`src/rtl/seq_pkg.sv`:
```
// Shared types, defaults and helpers for the serial pattern transmitter.
// Defining SEQ_TX_PARITY_EN appends an even-parity bit after the payload.
package seq_pkg;

  localparam int unsigned DEF_DATA_W = 8;
  localparam int unsigned DEF_SYNC_W = 4;
  localparam logic [DEF_SYNC_W-1:0] DEF_SYNC_PATTERN = 4'b1010;

  // Widest payload even_parity() accepts; callers zero-extend, which leaves the XOR unchanged.
  localparam int unsigned PAR_MAX_W = 64;

`ifdef SEQ_TX_PARITY_EN
  localparam int unsigned PARITY_BITS = 1;
  typedef enum logic [1:0] {IDLE, SYNC, DATA, PARITY} tx_state_e;
`else
  localparam int unsigned PARITY_BITS = 0;
  typedef enum logic [1:0] {IDLE, SYNC, DATA} tx_state_e;
`endif

  function automatic int unsigned frame_len(input int unsigned sync_w, input int unsigned data_w);
    return sync_w + data_w + PARITY_BITS;
  endfunction

  localparam int unsigned DEF_FRAME_LEN = frame_len(DEF_SYNC_W, DEF_DATA_W);

  function automatic logic even_parity(input logic [PAR_MAX_W-1:0] d);
    return ^d;
  endfunction

endpackage

```
`src/rtl/seq_tx_shifter.sv`:
```
// Loadable MSB-first shift register; msb_o is the bit presented on the line at the next advance.
module seq_tx_shifter
  import seq_pkg::*;
#(
  parameter int unsigned W = DEF_FRAME_LEN
) (
  input  logic         clk,
  input  logic         resetn,
  input  logic         load_i,
  input  logic [W-1:0] load_val_i,
  input  logic         shift_i,
  output logic         msb_o
);

  logic [W-1:0] sr_q, sr_d;

  always_comb begin
    sr_d = sr_q;
    if (load_i) begin
      sr_d = load_val_i;
    end else if (shift_i) begin
      sr_d = {sr_q[W-2:0], 1'b0};
    end
  end

  always_ff @(posedge clk or negedge resetn) begin
    if (!resetn) begin
      sr_q <= '0;
    end else begin
      sr_q <= sr_d;
    end
  end

  assign msb_o = sr_q[W-1];

endmodule

```
`src/rtl/seq_pattern_tx.sv`:
```
// Serial frame transmitter: sync pattern then payload MSB-first, paced by tx_en.
// SEQ_TX_PARITY_EN adds a trailing even-parity bit and the PARITY state.
module seq_pattern_tx
  import seq_pkg::*;
#(
  parameter int unsigned       DATA_W       = DEF_DATA_W,
  parameter int unsigned       SYNC_W       = DEF_SYNC_W,
  parameter logic [SYNC_W-1:0] SYNC_PATTERN = SYNC_W'(DEF_SYNC_PATTERN)
) (
  input  logic              clk,
  input  logic              resetn,
  input  logic [DATA_W-1:0] in_data,
  input  logic              in_valid,
  output logic              in_ready,
  input  logic              tx_en,
  output logic              dout,
  output logic              dout_valid,
  output logic              frame_start,
  output logic              busy
);

  localparam int unsigned FRAME_L = frame_len(SYNC_W, DATA_W);
  localparam int unsigned CNT_W   = $clog2(FRAME_L);
  localparam logic [CNT_W-1:0] LAST_IDX = CNT_W'(FRAME_L - 1);

  tx_state_e        state_q, state_d;
  logic [CNT_W-1:0] cnt_q, cnt_d, cnt_inc_c;
  logic             dout_q, dout_d;
  logic             dv_q, dv_d;
  logic             fs_q, fs_d;
  logic             busy_c, last_c, advance_c, accept_c, next_bit_c;
  logic [FRAME_L-1:0] frame_c;

`ifdef SEQ_TX_PARITY_EN
  assign frame_c = {SYNC_PATTERN, in_data, even_parity(PAR_MAX_W'(in_data))};
`else
  assign frame_c = {SYNC_PATTERN, in_data};
`endif

  assign busy_c    = (state_q != IDLE);
  assign last_c    = busy_c && (cnt_q == LAST_IDX);
  assign advance_c = busy_c && tx_en;
  assign in_ready  = !busy_c || (last_c && tx_en);
  assign accept_c  = in_valid && in_ready;
  assign cnt_inc_c = cnt_q + CNT_W'(1);

  // The first frame bit goes straight to dout, so the shifter holds only the remainder.
  seq_tx_shifter #(
    .W (FRAME_L)
  ) u_shifter (
    .clk        (clk),
    .resetn     (resetn),
    .load_i     (accept_c),
    .load_val_i ({frame_c[FRAME_L-2:0], 1'b0}),
    .shift_i    (advance_c && !last_c),
    .msb_o      (next_bit_c)
  );

  always_comb begin
    state_d = state_q;
    cnt_d   = cnt_q;
    dout_d  = dout_q;
    dv_d    = dv_q;
    fs_d    = fs_q;
    if (accept_c) begin
      state_d = SYNC;
      cnt_d   = '0;
      dout_d  = SYNC_PATTERN[SYNC_W-1];
      dv_d    = 1'b1;
      fs_d    = 1'b1;
    end else if (advance_c) begin
      if (last_c) begin
        state_d = IDLE;
        cnt_d   = '0;
        dout_d  = 1'b0;
        dv_d    = 1'b0;
        fs_d    = 1'b0;
      end else begin
        cnt_d  = cnt_inc_c;
        dout_d = next_bit_c;
        fs_d   = 1'b0;
        if (32'(cnt_inc_c) < SYNC_W) begin
          state_d = SYNC;
`ifdef SEQ_TX_PARITY_EN
        end else if (32'(cnt_inc_c) >= SYNC_W + DATA_W) begin
          state_d = PARITY;
`endif
        end else begin
          state_d = DATA;
        end
      end
    end
  end

  always_ff @(posedge clk or negedge resetn) begin
    if (!resetn) begin
      state_q <= IDLE;
      cnt_q   <= '0;
      dout_q  <= 1'b0;
      dv_q    <= 1'b0;
      fs_q    <= 1'b0;
    end else begin
      state_q <= state_d;
      cnt_q   <= cnt_d;
      dout_q  <= dout_d;
      dv_q    <= dv_d;
      fs_q    <= fs_d;
    end
  end

  assign dout        = dout_q;
  assign dout_valid  = dv_q;
  assign frame_start = fs_q;
  assign busy        = busy_c;

endmodule

```
`config.mk`:
```
export PLATFORM = sky130hd
export DESIGN_NAME = seq_pattern_tx
export DESIGN_NICKNAME = d
export VERILOG_FILES = /design/src/rtl/seq_pkg.sv /design/src/rtl/seq_tx_shifter.sv /design/src/rtl/seq_pattern_tx.sv
export SDC_FILE = /design/constraint.sdc
export NUM_CORES = 1
export LEC_CHECK = 0
export ABC_AREA = 1
export CAP_MARGIN = 25
export CELL_PAD_IN_SITES_DETAIL_PLACEMENT = 1
export CELL_PAD_IN_SITES_GLOBAL_PLACEMENT = 2
export CORE_ASPECT_RATIO = 0.6
export CORE_UTILIZATION = 30
export CTS_CLUSTER_DIAMETER = 120
export DETAILED_ROUTE_END_ITERATION = 16
export GPL_TIMING_DRIVEN = 0
export HOLD_SLACK_MARGIN = 0.08
export PLACE_DENSITY = 0.78
export SYNTH_ARGS = -nofsm -noshare
export SYNTH_HDL_FRONTEND = slang
export SYNTH_SLANG_ARGS = --single-unit
```
`constraint.sdc`:
```
create_clock -name clk -period 1.9 [get_ports clk]
set_input_delay 0.19 -clock clk [delete_from_list [all_inputs] [get_ports clk]]
set_output_delay 0.19 -clock clk [all_outputs]
set_load 0.05 [all_outputs]
```
== Word-level counts from Yosys, hierarchy flattened ==
Index checks and enable logic that the tools add are counted.
Widths: inputs -> output; s select.

* Flip-flop bits (word level): 21
* Input bits: 12

* Add/subtract/negate cells: 1
* $lt $le $gt $ge: 1
* Eq/ne operators: 1
* Mux-type cells: 17
* Reduce and logical (&&, ||, !) cells: 13

{| class="wikitable"
|+ Operator list
! operator !! number
|-
| $mux 12 || 2
|-
| $mux 4 || 3
|-
| $mux 1 || 8
|-
| $mux 2 || 4
|-
| $reduce_bool 2->1 || 4
|-
| $logic_and 1x1->1 || 5
|-
| $add 4x1->4 const B || 1
|-
| $eq 4x4->1 const B || 1
|-
| $lt 4x3->1 const B || 1
|-
| $logic_not 1->1 || 2
|-
| $reduce_and 2->1 || 1
|-
| $logic_or 1x1->1 || 1
|}

== Depth between registers and ports, before layout ==
Gate-level depths: netlist of run 1.

* Word-level depth: 7
* Gate-level depth with buffers: 8

== Hierarchy ==
From an unflattened synthesis of run 1, not the netlist that was laid out.

* Cells, all modules: 128
* Area total of the unflattened synthesis: 1061.0 um^2

{| class="wikitable"
|+ Modules (own cells, without submodules)
! module !! times used !! cells each !! area an instance (um^2)
|-
| seq_tx_shifter || 1 || 65 || 549.3
|-
| seq_pattern_tx || 1 || 63 || 511.7
|}

== Worst setup path before layout of run 1 ==
OpenSTA, ideal clock, no wires.

* Kind: register to register
* Start point: reg cnt_q[0]
* End point: reg u_shifter.sr_q[8]
* Arrival: 1.330 ns
* Data required time: 1.783 ns
* Path slack: 0.453 ns
* Stages on the path, launching flop included: 8
* Period minus slack after synthesis: 1.447 ns
* Cell sequence: dfrtp_1 > ha_1 > nand4_1 > nand2_4 > nand2_4 > buf_4 > nand3_1 > nand2_1

* Longest elaborated chain between the ends: 6
* Elaborated cells on any way between the ends: 9
* Those cells by class: eq/ne: 1; mux: 1; reduce/logical: 7

{| class="wikitable"
|+ Ends and longest elaborated chain
! what !! line !! text
|-
| start, declared || seq_pattern_tx.sv:27 || <nowiki>logic [CNT_W-1:0] cnt_q, cnt_d, cnt_inc_c;</nowiki>
|-
| start signal, assigned || seq_pattern_tx.sv:104 || <nowiki>cnt_q <= cnt_d;</nowiki>
|-
| $eq 4x4->1 * || seq_pattern_tx.sv:41 || <nowiki>assign last_c = busy_c && (cnt_q == LAST_IDX);</nowiki>
|-
| $logic_and 1x1->1 * || seq_pattern_tx.sv:41 ||
|-
| $logic_and 1x1->1 * || seq_pattern_tx.sv:43 || <nowiki>assign in_ready = !busy_c || (last_c && tx_en);</nowiki>
|-
| $logic_or 1x1->1 * || seq_pattern_tx.sv:43 ||
|-
| net in_ready || seq_pattern_tx.sv:14 || <nowiki>output logic in_ready,</nowiki>
|-
| $logic_and 1x1->1 * || seq_pattern_tx.sv:44 || <nowiki>assign accept_c = in_valid && in_ready;</nowiki>
|-
| $mux 12 / $reduce_bool 2->1 (equally long branches) || n/a ||
|-
| end signal, assigned || seq_tx_shifter.sv:30 || <nowiki>sr_q <= sr_d;</nowiki>
|-
| end, declared || seq_tx_shifter.sv:15 || <nowiki>logic [W-1:0] sr_q, sr_d;</nowiki>
|}

The timed path passes the listed nets; every way through them passes the cells marked *.
A chain may end at the register's enable or synchronous reset.

== Worst setup path in the final report of run 1 ==
* Start point: reg state_q[0]
* End point: out busy

* Longest elaborated chain between the ends: 1

{| class="wikitable"
|+ Ends and longest elaborated chain
! what !! line !! text
|-
| start, declared || seq_pattern_tx.sv:26 || <nowiki>tx_state_e state_q, state_d;</nowiki>
|-
| start signal, assigned || seq_pattern_tx.sv:103 || <nowiki>state_q <= state_d;</nowiki>
|-
| $reduce_bool 2->1 || seq_pattern_tx.sv:40 || <nowiki>assign busy_c = (state_q != IDLE);</nowiki>
|-
| end, declared || seq_pattern_tx.sv:19 || <nowiki>output logic busy</nowiki>
|}

No other way between the ends.

==> results.json, run 1 <==
{
  "fin_nets": 169,
  "first_pass_iters": 4,
  "numCtsBuffers": 3,
  "status": "finished clean",
  "viasPerCell": 4.63,
  "grt_pass1_vias": 862,
  "synth_cells": 135,
  "cts_tree": "yes",
  "synth.net_count": 148,
  "detail-route-antenna-nets": 0,
  "max_stage_delay_ns": 0.70,
  "utilization": 0.405,
  "rows": 16,
  "grtUsageTotal": 0.155,
  "fillers": 408,
  "seq_area_frac_synth": 0.473,
  "whs_ns": 0.280,
  "maxSlewViolCount": 0,
  "pwr-share-comb": 0.501,
  "fin_crit_sh": 0.955,
  "cts_root_buf": "clkbuf_8",
  "maxCapViolCount": 0,
  "io_pins": 17,
  "netlist_area_sq_um": 1060,
  "critPathMaxFanout": 3,
  "power_density_nw_per_um2": 1660,
  "path_clk_slew_ns": 0.08,
  "cts_hold_buf": 0,
  "port_buffers": 15,
  "p_sw_frac": 0.457,
  "arrival_ns": 1.62,
  "p_int_mw": 1.21,
  "core_sq_um": 3300,
  "grt_overflow": 0,
  "tightest_slew_ns": 0.489,
  "yosysUniqueCellTypes": 17,
  "ys_seq_elements": 20,
  "clock-sinks": 20,
  "clk_latency_ns": 0.26,
  "postCtsSetupBuffers": 0,
  "clock.fmax_ghz": 0.551,
  "finalSetupViolations": 0,
  "cp_slowest_cell": "clkdlybuf4s50_1",
  "antenna_found_initial": 0,
  "rsz0062_at_grt": "false",
  "drt_iter0_drc": 29,
  "seq_power_share": 0.351,
  "grt_max_degree": 21,
  "initial_core_util": 0.320,
  "synth_top_area_cell": "dfrtp_1",
  "skew_ns": 0.00305,
  "fp.dieW_um": 78.6,
  "required_ns": 1.71,
  "max-vdd-ir-drop_mv": 0.523,
  "cp-end-kind": "primary output",
  "area_growth_syn_to_layout_pct": 26.6,
  "h-tree-depth": 1,
  "die_y_um": 48.0,
  "wl_um": 2660,
  "crit_path_start_kind": "flip-flop",
  "clockBufferDepth": 2,
  "p_leak_nw": 0.705,
  "critPathKind": "reg2out",
  "pwr-share-clk": 0.148,
  "yosysTopAreaCellShare": 0.473,
  "drive_above_1_share": 0.148,
  "syn_area_per_cell_sq_um": 7.83,
  "slew-limit-headroom": 0.673,
  "layout_min_cycle_time_ns": 1.81,
  "dieArea_sq_um": 3770,
  "crit_buf_inv": 2,
  "synthTopCellsByArea": "dfrtp_1 (47%), nand2_1 (17%), nand3_1 (13%), inv_1 (3.6%), nand2_4 (3.2%)",
  "cpLargestDelayFamily": "buffers and inverters",
  "worstHoldPathType": "in2async",
  "grt_pass1_wl_um": 4180,
  "drc": 0,
  "yosysWarningCount": 0,
  "vias": 926,
  "gp_congestion": 0.723,
  "hpwl_um": 1990,
  "cp_cell_sequence": "nor2_4 > inv_2 > clkdlybuf4s50_1",
  "switching_power_mw": 1.02,
  "num_antenna_cells": 0,
  "hold_violations": 0,
  "avgRoutedWirePerCell_um": 13.3
}
flip-flops by register name, summed over array words and instances, names as in the netlist:
signal	cells
state_q	2
dout	1
frame_start	1
u_shifter.sr_q	11
cnt_q	4
dout_valid	1
metal layers:
layer | global-route usage | part of all wire
met1 | 0.213 | 0.51
met2 | 0.245 | 0.45
met3 | 0.0457 | 0.029
met4 | 0.0333 | 0.0030
met5 | 0 | 0
timing repair:
action	in CTS	in global routing
resized for setup	3	2
setup endpoints to repair	1	1
hold endpoints to repair	0	0
cells in the mapped netlist, drive strengths merged:
cell   number
xor2        1
dfrtp      20
nor2        4
ha          1
o21ai       6
nand3      29
buf         4
inv        17
nand2      51
nand4       2
cells by family after synthesis:
| group | count (synthesis) | synth area share |
|---|---|---|
| AO/OA/AOI/OAI | 6 | 0.0284 |
| XOR/XNOR | 1 | 0.00829 |
| flip-flops | 20 | 0.473 |
| AND/OR/NAND/NOR | 86 | 0.385 |
| buffers and inverters | 21 | 0.0935 |
| adder cells (fa/ha/maj) | 1 | 0.0118 |
final timing paths:
path	slack, ns	cells past startpoint	from	to
setup / recovery	0.09	3	state_q[0]$_DFFE_PN0P_	busy
hold / removal	0.28	2	resetn	cnt_q[1]$_DFFE_PN0P_
setup reg to reg	0.36	8	cnt_q[0]$_DFFE_PN0P_	u_shifter.sr_q[9]$_DFFE_PN0P_
hold reg to reg	0.49	2	frame_start$_DFFE_PN0P_	frame_start$_DFFE_PN0P_
max in group asynchronous	1.49	2	resetn	u_shifter.sr_q[4]$_DFFE_PN0P_
min in group clk	0.30	3	in_valid	u_shifter.sr_q[1]$_DFFE_PN0P_
cell type report:
type	instances	area [sq um]	share of cell area
repair buffers	16	170	0.127
multi-input cells	94	458	0.342
plain buffers	4	35.0	0.0262
clock buffers	4	55.1	0.0411
inverters	17	63.8	0.0477
flip-flops and latches	20	500	0.374
well taps	45	56.3	0.0421
placed cells by master (no fill, tap or decap), types with 2 or more instances in the layout:
cell type        instances
clkdlybuf4s50_1         14
inv_2                    7
buf_6                    2
inv_1                   10
nor2_1                   2
dfrtp_1                 20
nand2_1                 48
nand4_1                  2
nand3_1                 28
clkbuf_8                 4
nor2_4                   2
o21ai_0                  2
buf_2                    2
o21ai_1                  4
nand2_4                  3
power groups by stage:
| stage | sequential [mW] | clock, mW | combinational (mW) |
|---|---|---|---|
| 5_1_grt | 0.808 | 0.357 | 1.26 |
| 2_1_floorplan | 0.864 | 0 | 0.720 |
| 3_5_place_dp | 0.788 | 0 | 1.14 |
| 4_1_cts | 0.781 | 0.345 | 1.14 |
| 3_3_place_gp | 0.776 | 0 | 1.11 |
| 6_report | 0.780 | 0.330 | 1.11 |
metrics by stage:
stage	setup WS, ns	setup TNS, ns	instances	instance area (sq um)	power (mW)
2_1_floorplan	0.453	0	135	1060	1.58
3_3_place_gp	-0.139	-0.139	195	1260	1.88
3_5_place_dp	-0.130	-0.130	195	1260	1.93
4_1_cts	0.0388	0	199	1320	2.27
5_1_grt	0.0451	0	200	1340	2.42
6_report	0.0853	0	200	1340	2.22
Power figures use the tool's default switching activity.
==> inputs of run 2 (changes only) <==
- SLEW_MARGIN: unset -> 20
==> run 2 against run 1 <==
  * Total power hardly changed
  * Setup slack hardly changed
  * Critical path depth unchanged
  * Die area is the same
  * Register-to-register slack is essentially flat
  * Worst hold slack gained 0.014 ns
  * Flip-flop and latch count did not move
  * Combinational power barely moved
  * Clock skew down 0.0011 ns
  * Critical endpoint unchanged
  * Largest cell class unchanged
==> results.json, run 2 (synthesis results as in run 1) <==
{
  "first_pass_iters": 4,
  "crit_path_start_kind": "flip-flop",
  "initial_core_util": 0.320,
  "tns_ns": 0,
  "wl_um": 2680,
  "grt_max_degree": 21,
  "clk_latency_ns": 0.26,
  "path_clk_slew_ns": 0.08,
  "cts_root_buf": "clkbuf_8",
  "avgRoutedWirePerCell_um": 13.4,
  "rows": 16,
  "total_power_mw": 2.22,
  "final_cell_mix": "nand2_1 (48), nand3_1 (28), dfrtp_1 (20)",
  "viasPerCell": 4.61,
  "grt_pass1_wl_um": 4180,
  "cp_cell_sequence": "nor2_4 > inv_2 > clkdlybuf4s50_1",
  "numCtsBuffers": 3,
  "core_sq_um": 3300,
  "clock-sinks": 20,
  "reg_top3": "u_shifter.sr_q (11), cnt_q (4), state_q (2)",
  "fp.dieW_um": 78.6,
  "p_leak_nw": 0.697,
  "critPathKind": "reg2out",
  "drc": 0,
  "required_ns": 1.71,
  "layout_min_cycle_time_ns": 1.81,
  "drive_above_1_share": 0.148,
  "tightest_slew_ns": 0.489,
  "setup_ws_ns": 0.0855,
  "worstHoldPathType": "in2reg",
  "final_common_cell": "nand2_1",
  "io_pins": 17,
  "grtUsageTotal": 0.155,
  "clock.fmax_ghz": 0.551,
  "critPathMaxFanout": 3,
  "area_growth_syn_to_layout_pct": 24.7,
  "max_stage_delay_ns": 0.70,
  "skew_ns": 0.00195,
  "num_antenna_cells": 0,
  "drt_iter0_drc": 31,
  "grt_overflow": 0,
  "gp_congestion": 0.723,
  "status": "finished clean",
  "largest_reg_flops": 11,
  "power_density_nw_per_um2": 1690,
  "clockBufferDepth": 2,
  "grt_pass1_vias": 862,
  "antenna_found_initial": 0,
  "hold_violations": 0,
  "detail-route-antenna-nets": 0,
  "dp_worst_setup_slack_ns": -0.130,
  "hpwl_um": 1990,
  "port_buffers": 15,
  "arrival_ns": 1.62,
  "rsz0062_at_grt": "false",
  "cts_tree": "yes",
  "fin_crit_sh": 0.955,
  "die_y_um": 48.0,
  "dieArea_sq_um": 3770,
  "fin_nets": 169,
  "h-tree-depth": 1,
  "vias": 921,
  "cp_slowest_cell": "clkdlybuf4s50_1",
  "top_register": "u_shifter.sr_q",
  "maxCapViolCount": 0,
  "finalSetupViolations": 0,
  "slew-limit-headroom": 0.673,
  "cp-end-kind": "primary output",
  "maxSlewViolCount": 0,
  "max-vdd-ir-drop_mv": 0.523
}
run 2: cell types whose count changed in the layout (fill, tap and decap cells not counted), sizes merged:
cell,change
buf,+1
clkbuf,-1
clkdlybuf4s50,-1
dlygate4sd3,+1
run 2: per-stage QoR:
stage	cell area [sq um]	std cells	util	hold WS [ns]
finish	1320	200	0.399	0.293
global route	1320	200	0.399	0.310
CTS	1320	199	0.400	0.288
detailed placement	1260	195	0.383	0.481
global placement	1260	195	0.383	0.453
floorplan	1060	135	-	-0.106
run 2: final timing paths:
| kind | cells after the start | slack (ns) | end | startpoint |
|---|---|---|---|---|
| min in group asynchronous | 2 | 0.42 | u_shifter.sr_q[10]$_DFFE_PN0P_ | resetn |
| hold reg to reg | 2 | 0.49 | frame_start$_DFFE_PN0P_ | frame_start$_DFFE_PN0P_ |
| hold / removal | 3 | 0.29 | u_shifter.sr_q[1]$_DFFE_PN0P_ | in_valid |
| setup / recovery | 3 | 0.09 | busy | state_q[0]$_DFFE_PN0P_ |
| max in group asynchronous | 2 | 1.15 | u_shifter.sr_q[4]$_DFFE_PN0P_ | resetn |
| setup reg to reg | 6 | 0.36 | u_shifter.sr_q[7]$_DFFE_PN0P_ | cnt_q[0]$_DFFE_PN0P_ |
run 2: where the power goes:
group	switching (mW)	internal [mW]
combinational	0.728	0.384
clock	0.146	0.185
sequential	0.146	0.634
run 2: routing by layer:
| metal | global-route usage | part of all wire | routed length, um |
|---|---|---|---|
| met4 | 0.0333 | 0.0030 | 8 |
| met5 | 0 | 0 | 0 |
| met1 | 0.213 | 0.51 | 1380 |
| met2 | 0.245 | 0.45 | 1210 |
| met3 | 0.0457 | 0.029 | 78 |
run 2: area by class of cell:
type / instances / area, sq um
plain buffers: 4 / 35.0
clock buffers: 4 / 55.1
fillers: 410 / 1980
inverters: 17 / 63.8
multi-input cells: 94 / 458
flip-flops and latches: 20 / 500
well taps: 45 / 56.3
repair buffers: 16 / 150
run 2: critical path, delay by kind of cell (launching register included):
| kind | cells | cell delay (ns) |
|---|---|---|
| buf+inv | 2 | 0.77 |
| flops | 1 | 0.41 |
| simple gates | 1 | 0.18 |
run 2: timing repair:
item	CTS	global route
hold endpoints to repair	0	20
setup endpoints to repair	1	1
buffers inserted	0	0
resized for setup	3	2
hold buffers	0	1
==> inputs of run 3 (changes only) <==
- CAP_MARGIN: 25 -> unset
==> results of run 3 <==
No change in the layout: final DEF, timing and power equal those of run 2.
